File: src/rtl/sc_score_engine_pkg.sv
// Shared types and constants for the SC scoring engine: grade encodings,
// point values per grade and a helper for sizing fret index fields.
package sc_score_engine_pkg;

   typedef enum logic [1:0] {
      GRADE_MISS    = 2'b00,
      GRADE_LATE    = 2'b01,
      GRADE_GOOD    = 2'b10,
      GRADE_PERFECT = 2'b11
   } grade_t;

   typedef enum logic {
      SLOT_MISS = 1'b0,
      SLOT_HIT  = 1'b1
   } slot_kind_t;

   localparam int PTS_W       = 7;
   localparam int PTS_PERFECT = 100;
   localparam int PTS_GOOD    = 50;
   localparam int PTS_LATE    = 10;
   localparam int PTS_MISS    = 0;

   localparam int COMBO_W     = 16;
   localparam int MULT_W      = 3;

   // A single-fret build still needs a 1-bit index field.
   function automatic int fret_width(input int num_frets);
      return (num_frets > 1) ? $clog2(num_frets) : 1;
   endfunction

   function automatic logic [PTS_W-1:0] grade_points(input grade_t grade);
      case (grade)
         GRADE_PERFECT: return PTS_W'(PTS_PERFECT);
         GRADE_GOOD:    return PTS_W'(PTS_GOOD);
         GRADE_LATE:    return PTS_W'(PTS_LATE);
         default:       return PTS_W'(PTS_MISS);
      endcase
   endfunction

endpackage

File: src/rtl/sc_score_engine_if.sv
// Graded-event handshake from the scoring engine to the AV block.
interface sc_score_engine_if #(
   parameter int NUM_FRETS = 5,
   parameter int TIME_W    = 16
);
   import sc_score_engine_pkg::*;

   localparam int FRET_W = fret_width(NUM_FRETS);

   logic              evt_valid;
   logic              evt_ready;
   logic [FRET_W-1:0] evt_fret;
   grade_t            evt_grade;
   logic [TIME_W-1:0] evt_dt;

   modport master (
      output evt_valid,
      output evt_fret,
      output evt_grade,
      output evt_dt,
      input  evt_ready
   );

   modport slave (
      input  evt_valid,
      input  evt_fret,
      input  evt_grade,
      input  evt_dt,
      output evt_ready
   );

endinterface

File: src/rtl/sc_fret_arbiter.sv
// Round-robin arbiter over the fret pending slots. The search starts one
// past the most recently granted fret so no fret can starve another.
module sc_fret_arbiter #(
   parameter int NUM_FRETS = 5,
   parameter int IDX_W     = 3
) (
   input  logic                 clk,
   input  logic                 reset,
   input  logic                 enable,
   input  logic [NUM_FRETS-1:0] req,
   output logic [NUM_FRETS-1:0] grant,
   output logic [IDX_W-1:0]     grant_idx,
   output logic                 grant_valid
);

   logic [IDX_W-1:0] next_ptr;

   // Pick the first requesting fret at or after the pointer, wrapping around.
   always_comb begin
      int idx;
      idx         = 0;
      grant       = '0;
      grant_idx   = '0;
      grant_valid = 1'b0;
      if (enable) begin
         for (int off = 0; off < NUM_FRETS; off++) begin
            idx = int'(next_ptr) + off;
            if (idx >= NUM_FRETS) begin
               idx = idx - NUM_FRETS;
            end
            if (!grant_valid && req[idx]) begin
               grant_valid = 1'b1;
               grant[idx]  = 1'b1;
               grant_idx   = IDX_W'(idx);
            end
         end
      end
   end

   // Advance the search start to the fret after the one just granted.
   always_ff @(posedge clk) begin
      if (reset) begin
         next_ptr <= '0;
      end else if (grant_valid) begin
         if (grant_idx == IDX_W'(NUM_FRETS - 1)) begin
            next_ptr <= '0;
         end else begin
            next_ptr <= grant_idx + 1'b1;
         end
      end
   end

endmodule

File: src/rtl/sc_score_engine.sv
// SC scoring engine: captures per-fret hit/miss pulses into one-deep slots,
// arbitrates them into a grade stage and a score stage, and hands each graded
// event to the AV block while keeping combo, multiplier and saturating score.
module sc_score_engine
   import sc_score_engine_pkg::*;
#(
   parameter int NUM_FRETS   = 5,
   parameter int TIME_W      = 16,
   parameter int SCORE_W     = 24,
   parameter int PERFECT_WIN = 8,
   parameter int GOOD_WIN    = 24,
   parameter int COMBO_STEP  = 10,
   parameter int MAX_MULT    = 4
) (
   input  logic                        clk,
   input  logic                        reset,
   input  logic                        pause,
   input  logic [TIME_W-1:0]           song_time,
   input  logic [NUM_FRETS-1:0]        hit_valid,
   input  logic [NUM_FRETS*TIME_W-1:0] hit_time,
   input  logic [NUM_FRETS-1:0]        miss_valid,
   output logic [SCORE_W-1:0]          score,
   output logic [COMBO_W-1:0]          combo,
   output logic [MULT_W-1:0]           multiplier,
   output logic                        overflow,
   sc_score_engine_if.master           evt
);

   localparam int FRET_W = fret_width(NUM_FRETS);
   // Points (<=100) times multiplier (<=7) always fits in 10 bits.
   localparam int GAIN_W = 10;
   localparam int SUM_W  = ((SCORE_W > GAIN_W) ? SCORE_W : GAIN_W) + 1;
   localparam logic [SCORE_W-1:0] SCORE_MAX = '1;

   logic [NUM_FRETS-1:0] slot_full;
   slot_kind_t           slot_kind [NUM_FRETS];
   logic [TIME_W-1:0]    slot_time [NUM_FRETS];

   logic                 stall;
   logic                 arb_en;
   logic [NUM_FRETS-1:0] grant_onehot;
   logic [FRET_W-1:0]    grant_idx;
   logic                 grant_valid;

   slot_kind_t           sel_kind;
   logic [TIME_W-1:0]    sel_time;
   logic [TIME_W-1:0]    raw_dt;
   logic [TIME_W-1:0]    neg_dt;
   logic [TIME_W-1:0]    abs_dt;
   grade_t               sel_grade;
   logic [TIME_W-1:0]    sel_dt;

   logic                 s1_valid;
   logic [FRET_W-1:0]    s1_fret;
   grade_t               s1_grade;
   logic [TIME_W-1:0]    s1_dt;

   logic [COMBO_W-1:0]   new_combo;
   logic [MULT_W-1:0]    new_mult;
   logic [GAIN_W-1:0]    gain;
   logic [SUM_W-1:0]     sum;
   logic [SCORE_W-1:0]   new_score;

   // A held event blocks the whole pipeline; pause only blocks new grants.
   always_comb begin
      stall  = evt.evt_valid && !evt.evt_ready;
      arb_en = !pause && !stall;
   end

   sc_fret_arbiter #(
      .NUM_FRETS (NUM_FRETS),
      .IDX_W     (FRET_W)
   ) u_arbiter (
      .clk         (clk),
      .reset       (reset),
      .enable      (arb_en),
      .req         (slot_full),
      .grant       (grant_onehot),
      .grant_idx   (grant_idx),
      .grant_valid (grant_valid)
   );

   // Capture pulses into slots; a hit beats a simultaneous miss, and a pulse
   // landing on an occupied slot that is not draining this edge is lost.
   always_ff @(posedge clk) begin
      if (reset) begin
         overflow <= 1'b0;
         for (int i = 0; i < NUM_FRETS; i++) begin
            slot_full[i] <= 1'b0;
            slot_kind[i] <= SLOT_MISS;
            slot_time[i] <= '0;
         end
      end else begin
         for (int i = 0; i < NUM_FRETS; i++) begin
            if (hit_valid[i] || miss_valid[i]) begin
               if (slot_full[i] && !grant_onehot[i]) begin
                  overflow <= 1'b1;
               end else begin
                  slot_full[i] <= 1'b1;
                  slot_kind[i] <= hit_valid[i] ? SLOT_HIT : SLOT_MISS;
                  slot_time[i] <= hit_valid[i] ? hit_time[i*TIME_W +: TIME_W] : '0;
               end
            end else if (grant_onehot[i]) begin
               slot_full[i] <= 1'b0;
            end
         end
      end
   end

   // Grade the granted slot against the current song time using the shorter
   // way round the wrapping time base.
   always_comb begin
      sel_kind = SLOT_MISS;
      sel_time = '0;
      for (int i = 0; i < NUM_FRETS; i++) begin
         if (grant_onehot[i]) begin
            sel_kind = slot_kind[i];
            sel_time = slot_time[i];
         end
      end
      raw_dt = song_time - sel_time;
      neg_dt = '0 - raw_dt;
      abs_dt = (raw_dt < neg_dt) ? raw_dt : neg_dt;
      if (sel_kind == SLOT_MISS) begin
         sel_grade = GRADE_MISS;
         sel_dt    = '0;
      end else if (abs_dt <= TIME_W'(PERFECT_WIN)) begin
         sel_grade = GRADE_PERFECT;
         sel_dt    = abs_dt;
      end else if (abs_dt <= TIME_W'(GOOD_WIN)) begin
         sel_grade = GRADE_GOOD;
         sel_dt    = abs_dt;
      end else begin
         sel_grade = GRADE_LATE;
         sel_dt    = abs_dt;
      end
   end

   // Stage 1 register: holds the graded event until the score stage takes it.
   always_ff @(posedge clk) begin
      if (reset) begin
         s1_valid <= 1'b0;
         s1_fret  <= '0;
         s1_grade <= GRADE_MISS;
         s1_dt    <= '0;
      end else if (!stall) begin
         s1_valid <= grant_valid;
         s1_fret  <= grant_idx;
         s1_grade <= sel_grade;
         s1_dt    <= sel_dt;
      end
   end

   // Next combo, multiplier (threshold compares instead of a divider) and
   // saturating score for the event leaving stage 1.
   always_comb begin
      if (s1_grade == GRADE_MISS) begin
         new_combo = '0;
      end else if (combo == '1) begin
         new_combo = combo;
      end else begin
         new_combo = combo + 1'b1;
      end
      new_mult = MULT_W'(1);
      for (int k = 1; k < MAX_MULT; k++) begin
         if (int'(new_combo) >= k * COMBO_STEP) begin
            new_mult = MULT_W'(k + 1);
         end
      end
      gain = GAIN_W'(grade_points(s1_grade)) * GAIN_W'(new_mult);
      sum  = SUM_W'(score) + SUM_W'(gain);
      if (sum > SUM_W'(SCORE_MAX)) begin
         new_score = SCORE_MAX;
      end else begin
         new_score = sum[SCORE_W-1:0];
      end
   end

   // Stage 2: publish the event and commit the score state together.
   always_ff @(posedge clk) begin
      if (reset) begin
         evt.evt_valid <= 1'b0;
         evt.evt_fret  <= '0;
         evt.evt_grade <= GRADE_MISS;
         evt.evt_dt    <= '0;
         score         <= '0;
         combo         <= '0;
         multiplier    <= MULT_W'(1);
      end else if (!stall) begin
         if (s1_valid) begin
            evt.evt_valid <= 1'b1;
            evt.evt_fret  <= s1_fret;
            evt.evt_grade <= s1_grade;
            evt.evt_dt    <= s1_dt;
            score         <= new_score;
            combo         <= new_combo;
            multiplier    <= new_mult;
         end else begin
            evt.evt_valid <= 1'b0;
         end
      end
   end

endmodule
File: src/flat_wrapper.sv
// flat-port wrapper written by rule: the top's interface ports become plain ports
module sc_score_engine_flat import sc_score_engine_pkg::*;
#(
   parameter int NUM_FRETS   = 5,
   parameter int TIME_W      = 16,
   parameter int SCORE_W     = 24,
   parameter int PERFECT_WIN = 8,
   parameter int GOOD_WIN    = 24,
   parameter int COMBO_STEP  = 10,
   parameter int MAX_MULT    = 4
)
  (clk, reset, pause, song_time, hit_valid, hit_time, miss_valid, score, combo, multiplier, overflow, evt_evt_valid, evt_evt_fret, evt_evt_grade, evt_evt_dt, evt_evt_ready);
  sc_score_engine_if #(.NUM_FRETS(NUM_FRETS), .TIME_W(TIME_W)) evt_i ();
  input  logic clk;
  input  logic reset;
  input  logic pause;
  input  logic [TIME_W-1:0] song_time;
  input  logic [NUM_FRETS-1:0] hit_valid;
  input  logic [NUM_FRETS*TIME_W-1:0] hit_time;
  input  logic [NUM_FRETS-1:0] miss_valid;
  output logic [SCORE_W-1:0] score;
  output logic [COMBO_W-1:0] combo;
  output logic [MULT_W-1:0] multiplier;
  output logic overflow;
  output wire logic [$bits(evt_i.evt_valid)-1:0] evt_evt_valid;
  output wire logic [$bits(evt_i.evt_fret)-1:0] evt_evt_fret;
  output wire logic [$bits(evt_i.evt_grade)-1:0] evt_evt_grade;
  output wire logic [$bits(evt_i.evt_dt)-1:0] evt_evt_dt;
  input wire logic [$bits(evt_i.evt_ready)-1:0] evt_evt_ready;
  assign evt_evt_valid = evt_i.evt_valid;
  assign evt_evt_fret = evt_i.evt_fret;
  assign evt_evt_grade = evt_i.evt_grade;
  assign evt_evt_dt = evt_i.evt_dt;
  assign evt_i.evt_ready = evt_evt_ready;
  sc_score_engine #(.NUM_FRETS(NUM_FRETS), .TIME_W(TIME_W), .SCORE_W(SCORE_W), .PERFECT_WIN(PERFECT_WIN), .GOOD_WIN(GOOD_WIN), .COMBO_STEP(COMBO_STEP), .MAX_MULT(MAX_MULT)) u_core (.clk(clk), .reset(reset), .pause(pause), .song_time(song_time), .hit_valid(hit_valid), .hit_time(hit_time), .miss_valid(miss_valid), .score(score), .combo(combo), .multiplier(multiplier), .overflow(overflow), .evt(evt_i));
endmodule
File: config.mk
export PLATFORM = sky130hd
export DESIGN_NAME = sc_score_engine_flat
export DESIGN_NICKNAME = d
export VERILOG_FILES = /design/src/rtl/sc_score_engine_pkg.sv /design/src/rtl/sc_score_engine_if.sv /design/src/rtl/sc_fret_arbiter.sv /design/src/rtl/sc_score_engine.sv /design/src/flat_wrapper.sv
export SDC_FILE = /design/constraint.sdc
export NUM_CORES = 1
export LEC_CHECK = 0
export CORE_ASPECT_RATIO = 1.75
export CORE_MARGIN = 8
export CORE_UTILIZATION = 35
export CTS_BUF_LIST = sky130_fd_sc_hd__clkbuf_8
export DETAILED_ROUTE_END_ITERATION = 7
export DONT_BUFFER_PORTS = 1
export MAX_ROUTING_LAYER = met4
export PLACE_DENSITY = 0.52
export SLEW_MARGIN = 15
export SYNTH_ARGS = -nofsm -noshare
export SYNTH_HDL_FRONTEND = slang
export SYNTH_SLANG_ARGS = --single-unit
File: constraint.sdc
create_clock -name clk -period 17.6 [get_ports clk]
set_input_delay 3.52 -clock clk [delete_from_list [all_inputs] [get_ports clk]]
set_output_delay 3.52 -clock clk [all_outputs]
set_load 0.005 [all_outputs]
# After elaboration in Yosys (flattened, before gate mapping)
# Memory sizes are Yosys's and may differ from the RTL's.
# Cells that the tools add are included.
# totals
ff_bits,96
ramBits,85
out_inout_bits,66
memories,2
# mem_list
memory,words,word_bits,rd,rd_clocked_by_memory_dff,write_ports,line_no,source
u_core.slot_time,5,16,5,0,5,sc_score_engine.sv:37,logic [TIME_W-1:0] slot_time [NUM_FRETS];
u_core.slot_kind,5,1,5,0,5,sc_score_engine.sv:36,slot_kind_t slot_kind [NUM_FRETS];
# classes
addsub,14
multipliers,1
order_cmp,22
eq_ne,10
muxes,153
n_bitwise,15
n_reduce_logical,45
# ops
operator,count
$mux W32,10
$mux W16,19
$ge A32 B1 Y1 const B,5
$lt A32 B5 Y1 const B,5
$mux W1,89
$mux W5,10
$ge A16 B5 Y1 const B,2
$add A24 B10 Y25,1
$gt A25 B24 Y1 const B,1
$mux W24,1
$mux W3,8
$pmux W7 S3,1
$or A5 B5 Y5,4
$sub A4 B3 Y5 const B,4
$add A16 B1 Y16 const B,1
$eq A16 B16 Y1 const B,1
$ge A16 B4 Y1 const B,1
$ge A4 B3 Y1 const B,4
$le A16 B4 Y1 const B,1
$le A16 B5 Y1 const B,1
$logic_and A1 B1 Y1,16
$lt A16 B16 Y1,1
$sub A1 B16 Y16 const A,1
$sub A16 B16 Y16,1
21 further kinds,72

# Depth between registers and ports, before layout
# logic_depth
word_depth,39
mapped_depth,41
mapped_depth_nobuf,36

# Cells and area by module
# Synthesis repeated with hierarchy kept, for this count alone.
# hier_totals
cells_unflattened,1415
area_unflattened_um2,12116.6
# by_module_without_submodules
module,n_inst,cells_each,area_per_inst_um2,seq_area_each_um2
sc_score_engine,1,1132,10063.4,4414.2
sc_fret_arbiter,1,283,2053.2,60.1

# Worst setup path after synthesis
# OpenSTA, ideal clock, no wires.
# synth_timing
path_type,input -> register
startpoint,in evt_evt_ready
endpoint,reg u_core.s1_grade[0]
setup_ps,88
arrival_time_ps,9999
setup_slack_ps,7512
stages,32
n_path_buf,5
path_cell_list,nor2b_1 -> clkbuf_1 -> or2_2 -> buf_1 -> or3_1 -> nor3_1 -> o21bai_1 -> clkbuf_1 -> a22oi_1 -> nand2_1 -> ha_1 -> inv_1 -> fa_1 -> inv_1 -> ha_1 -> inv_1 -> or3_1 -> or3_1 -> nor3_1 -> inv_1 -> or3_1 -> or3_1 -> or3_1 -> ha_1 -> a21oi_1 -> or3_1 -> buf_6 -> nand2_4 -> buf_6 -> o21ai_2 -> a211o_1 -> a311oi_2
# synth_via
elab_chain_cells,18
word_cells_on_any_way,24
cone_classes,add/sub: 2; order compare: 3; mux: 15; reduce/logical: 4
# synth_lines
item,line_no,source
start: declaration,flat_wrapper.sv:29,input wire logic [$bits(evt_i.evt_ready)-1:0] evt_evt_ready;
$logic_not A1 Y1 (*),sc_score_engine.sv:66,stall = evt.evt_valid && !evt.evt_ready;
$logic_and A1 B1 Y1 (*),sc_score_engine.sv:66,
$logic_not A1 Y1,sc_score_engine.sv:67,arb_en = !pause && !stall;
$logic_and A1 B1 Y1,sc_score_engine.sv:67,
$mux W5,sc_fret_arbiter.sv:25,if (enable) begin
$mux W16 (5 in series),sc_score_engine.sv:116,if (grant_onehot[i]) begin
$sub A16 B16 Y16,sc_score_engine.sv:121,raw_dt = song_time - sel_time;
$sub A1 B16 Y16,sc_score_engine.sv:122,neg_dt = '0 - raw_dt;
$lt A16 B16 Y1,sc_score_engine.sv:123,abs_dt = (raw_dt < neg_dt) ? raw_dt : neg_dt;
$mux W16,sc_score_engine.sv:123,
$le A16 B5 Y1,sc_score_engine.sv:130,end else if (abs_dt <= TIME_W'(GOOD_WIN)) begin
$mux W2,sc_score_engine.sv:130,
$mux W2,sc_score_engine.sv:127,end else if (abs_dt <= TIME_W'(PERFECT_WIN)) begin
$mux W2,sc_score_engine.sv:124,if (sel_kind == SLOT_MISS) begin
end signal: assignment,sc_score_engine.sv:149,s1_grade <= sel_grade;
end: declaration,sc_score_engine.sv:55,grade_t s1_grade;
# Mark *: on every way between the ends. The rest lies on a longest branch, timed or not.
# A chain may end at the register's enable or synchronous reset.

# Worst setup path in the final report
# layout_timing
startpoint,reg u_core.u_arbiter.next_ptr[2]
endpoint,reg u_core.s1_grade[0]
# layout_via
elab_chain_cells,37
word_cells_on_any_way,113
cone_classes,add/sub: 11; order compare: 18; mux: 67; bitwise: 4; reduce/logical: 13
# layout_lines
item,line_no,source
start: declaration,sc_fret_arbiter.sv:16,logic [IDX_W-1:0] next_ptr;
start signal: assignment,sc_fret_arbiter.sv:48,next_ptr <= grant_idx + 1'b1;
branches (longest 22 deep; another with $ge A32 B1 Y1),--,
$mux W5 (*),sc_fret_arbiter.sv:31,if (!grant_valid && req[idx]) begin
$mux W5 (*),sc_fret_arbiter.sv:25,
$mux W16 (5 in series),sc_score_engine.sv:116,
$sub A16 B16 Y16,sc_score_engine.sv:121,
$sub A1 B16 Y16,sc_score_engine.sv:122,
$lt A16 B16 Y1,sc_score_engine.sv:123,
$mux W16,sc_score_engine.sv:123,
$le A16 B5 Y1,sc_score_engine.sv:130,
$mux W2,sc_score_engine.sv:130,
$mux W2,sc_score_engine.sv:127,
$mux W2 (*),sc_score_engine.sv:124,
# Every way passes the cells marked *. The select of a mux whose other input is x is not followed.

==> impl_results.md <==
- Status: finished clean
- Crit path time final: 10.42 ns
- Worst skew pair latency: 0.49 ns
- Slew @ Worst Pin: 0.9289 ns
- Mux contribution to synthesized area: 1.750%
- Final Hold Viols: 0
- Hold endpoint: u_core.evt.evt_dt[5]$_SDFFE_PP0P_
- Layout cell share with drive strength beyond 1: 6.610%
- Fillers: 3360
- Pwr Density: 169.3 nW/um2
- Gr ovfl total: 0
- Drt pass-1 iters: 6
- Nets: 1468
- Setup slack at placement: 6.859 ns
- Post-synthesis compound-gate area fraction: 19.12%
- R2r setup slk: 7.18 ns
- Vias per cell: 5.628
- RSZ-0062 raised after global routing: no
- Final Worst Setup Slack: 7.180 ns
- Tot GR Track Use: 18.74%
- Port Buffers: 0
- Largest net degree at the start of global routing: 99
- Mapped Area: 11510 um2
- Buffer depth of the longest clock path: 2
- Synth top area share: 22.17%
- Post-Synth Simple-Gate Area: 23.89%
- Vias: 9619
- Maxcap violations: 0
- Xor and xnor area share after synthesis: 3.412%
- Num CTS Buffers: 17
- Layout Cells excl Fill: 1709
- Num rows: 88
- Setup TNS Final: 0 ns
- Synthesized area per cell: 8.657 um2
- Synth-to-layout area growth: 6.509%
- Routed len/inst: 21.09 um
- Commonest non-fill, non-tap cells in the layout: nand2_1, a21oi_1, nor2_1
- Commonest non-fill, non-tap cell in the layout: nand2_1
- Syn_nets: 1510
- TritonCTS Sinks: 181
- Crit. End Element: register
- Post-cts resize count: 0
- Most frequent cell on the critical path: or3_1
- Ys async rst share: 0%
- Starting Density: 35.21%
- Post-Route Utilization: 37.50%
- Fmax: 0.09597 GHz
- Reg2Reg Launch Point: u_core.u_arbiter.next_ptr[2]$_SDFFE_PP0P_
- Combinational family with the most area after synthesis: simple AND/OR/NAND/NOR gates
- Clock skew: 0.01578 ns
- Max incr delay on CP: 0.93 ns
- Routed Antenna Nets: 0
- First-pass GRT wire length: 55070 um
- Initial antenna violation count: 4
- Leakage: 4.740 nW
- Inst Count DP: 1674
- Crit-path max FO: 22
- Post-CTS setup repair buffer count: 0
- Post-synth EDFFs: 85
- Full die area: 39180 um2
- Max-slew violations: 0
- Post-synthesis sequential area ratio: 38.86%
- Final Cycle Share: 59.21%
- CTS H-tree lvls: 4
- Root Driver: clkbuf_8
- Worst setup SP type: register
- Post-synth cell types: 90
- IO Pins: 176
- Worst vdd ir: 0.06720 mV
- Yosys warnings: 0
- R2R cell count: 32
- Worst path slowest cell: dfxtp_1
- Dominant synthesized flop cell: dfxtp_1
- Yosys top cell by area: edfxtp_1
- Pwr Total: 0.002077 W
- Synth top area cells: edfxtp_1, dfxtp_1, nand2_1
- Die width: 153.1 um
- CTS tree: built
- Placer Congestion: 0.9317
- Post-cts hold buffer count: 0
- Crit path DAT: 10.83 ns
- Dpl hpwl: 27840 um
- Vias in the first global route: 9552
- Reg clk slew, reported paths: 0.10 ns
- Cells after Synth: 1330
- Count of final setup violators: 0
- Post-Route WL: 36040 um
- Core Region: 32700 um2
- DRC: 0
- Reg-to-Reg End: u_core.s1_grade[0]$_SDFFE_PP0N_
- Hold depth: 2
- Seq cells post-synth: 181
- Min-delay src: u_core.s1_dt[5]$_SDFFE_PP0N_
- 1st-iter DRT viols: 464
- Crit path kind: reg -> reg
- Relative slew margins: 37.99%
- Setup crit start: u_core.u_arbiter.next_ptr[2]$_SDFFE_PP0P_
- Area share of fa/ha/maj cells after synthesis: 8.455%
- Worst hold-check path type: reg -> reg
- WP data required: 18.01 ns
- Die H: 255.9 um
Yosys cell counts (7+ instances only):
cell      number
nor2_1        97
nor4_1         9
a211oi_1       9
o21ai_0       53
nor2b_1       17
o21ai_1       10
a21oi_1      120
buf_2         11
edfxtp_1      85
clkbuf_1      54
nor3_1        38
a222oi_1      15
fa_1          13
dfxtp_1       96
ha_1          57
and2_1        20
a22oi_1       14
xnor2_1       25
nand2b_1      10
inv_1         54
nand4_1        8
or3_1         17
nand3_1       39
o211ai_1       7
xor2_1        18
mux2i_1       12
o31ai_1        7
a31oi_1       16
and3_1        83
nand2_1      191
how the worst max path moves through the flow:
stage / end / slack (ns) / cells after the start
floorplan: u_core.s1_grade[0]$_SDFFE_PP0N_ / 7.51 / 32
global placement: u_core.s1_grade[0]$_SDFFE_PP0N_ / 7.04 / 29
detailed placement: u_core.s1_grade[0]$_SDFFE_PP0N_ / 6.86 / 29
CTS: u_core.s1_grade[0]$_SDFFE_PP0N_ / 7.30 / 32
global route: u_core.s1_grade[0]$_SDFFE_PP0N_ / 6.49 / 32
finish: u_core.s1_grade[0]$_SDFFE_PP0N_ / 7.18 / 32
power by group:
group	internal (W)	switching, W	leakage [nW]
Clock	0.000149	0.000170	0.224
Combinational	0.000446	0.000758	2.81
Sequential	0.000506	0.0000481	1.71
per-stage QoR:
stage | hold WS (ns) | area, um2
2_1_floorplan | 0.4320 | 11510
3_3_place_gp | 0.4368 | 11820
3_5_place_dp | 0.4410 | 11820
4_1_cts | 0.4574 | 12260
5_1_grt | 0.4786 | 12260
6_report | 0.4545 | 12260
flip-flops by register name (all words and copies together), names as in the netlist:
signal                     cells
u_core.evt.evt_grade           2
u_core.slot_time              80
u_core.slot_kind               5
u_core.multiplier              3
u_core.evt.evt_valid           1
u_core.combo                  16
u_core.evt.evt_dt             16
u_core.s1_valid                1
u_core.evt.evt_fret            3
u_core.s1_fret                 3
u_core.u_arbiter.next_ptr      3
u_core.s1_grade                2
u_core.s1_dt                  16
u_core.slot_full               5
u_core.overflow                1
u_core.score                  24
layer usage:
| layer | GRT usage [%] | share of wire, % | vias up |
|---|---|---|---|
| li1 | - | - | 4740 |
| met2 | 34.37 | 54 | 300 |
| met3 | 3.820 | 5.4 | 60 |
| met5 | - | 0 | - |
| met4 | 10.46 | 4.5 | 0 |
| met1 | 17.99 | 36 | 4519 |
critical path, delay by kind of cell, from the launching register on:
family	cells	cell delay (ns)
buffers and inverters	2	0.46
DFF	1	0.93
muxes	2	0.44
AOI/OAI and AO/OA	12	3.50
adders and majority gates	3	1.19
and+or+nand+nor	13	3.81
final cells by class:
| cell class | instances | area (um2) | share of cell area, % |
|---|---|---|---|
| Timing Repair Buffer | 10 | 75.07 | 0.6122 |
| Tap cell | 405 | 506.7 | 4.132 |
| Multi-Input combinational cell | 1022 | 6550 | 53.41 |
| Clock inverter | 14 | 191.4 | 1.561 |
| Sequential cell | 181 | 4474 | 36.49 |
| Inverter | 56 | 210.2 | 1.714 |
| Clock buffer | 18 | 247.7 | 2.020 |
| Antenna cell | 3 | 7.507 | 0.06122 |
cell families after synthesis:
group / Yosys count
muxes: 19
and+or+nand+nor: 560
buffers and inverters: 127
xor gates and xnor gates: 44
AOI/OAI and AO/OA: 329
DFF: 181
adders and majority gates: 70
Note: power is estimated with default switching activity, not from simulation.
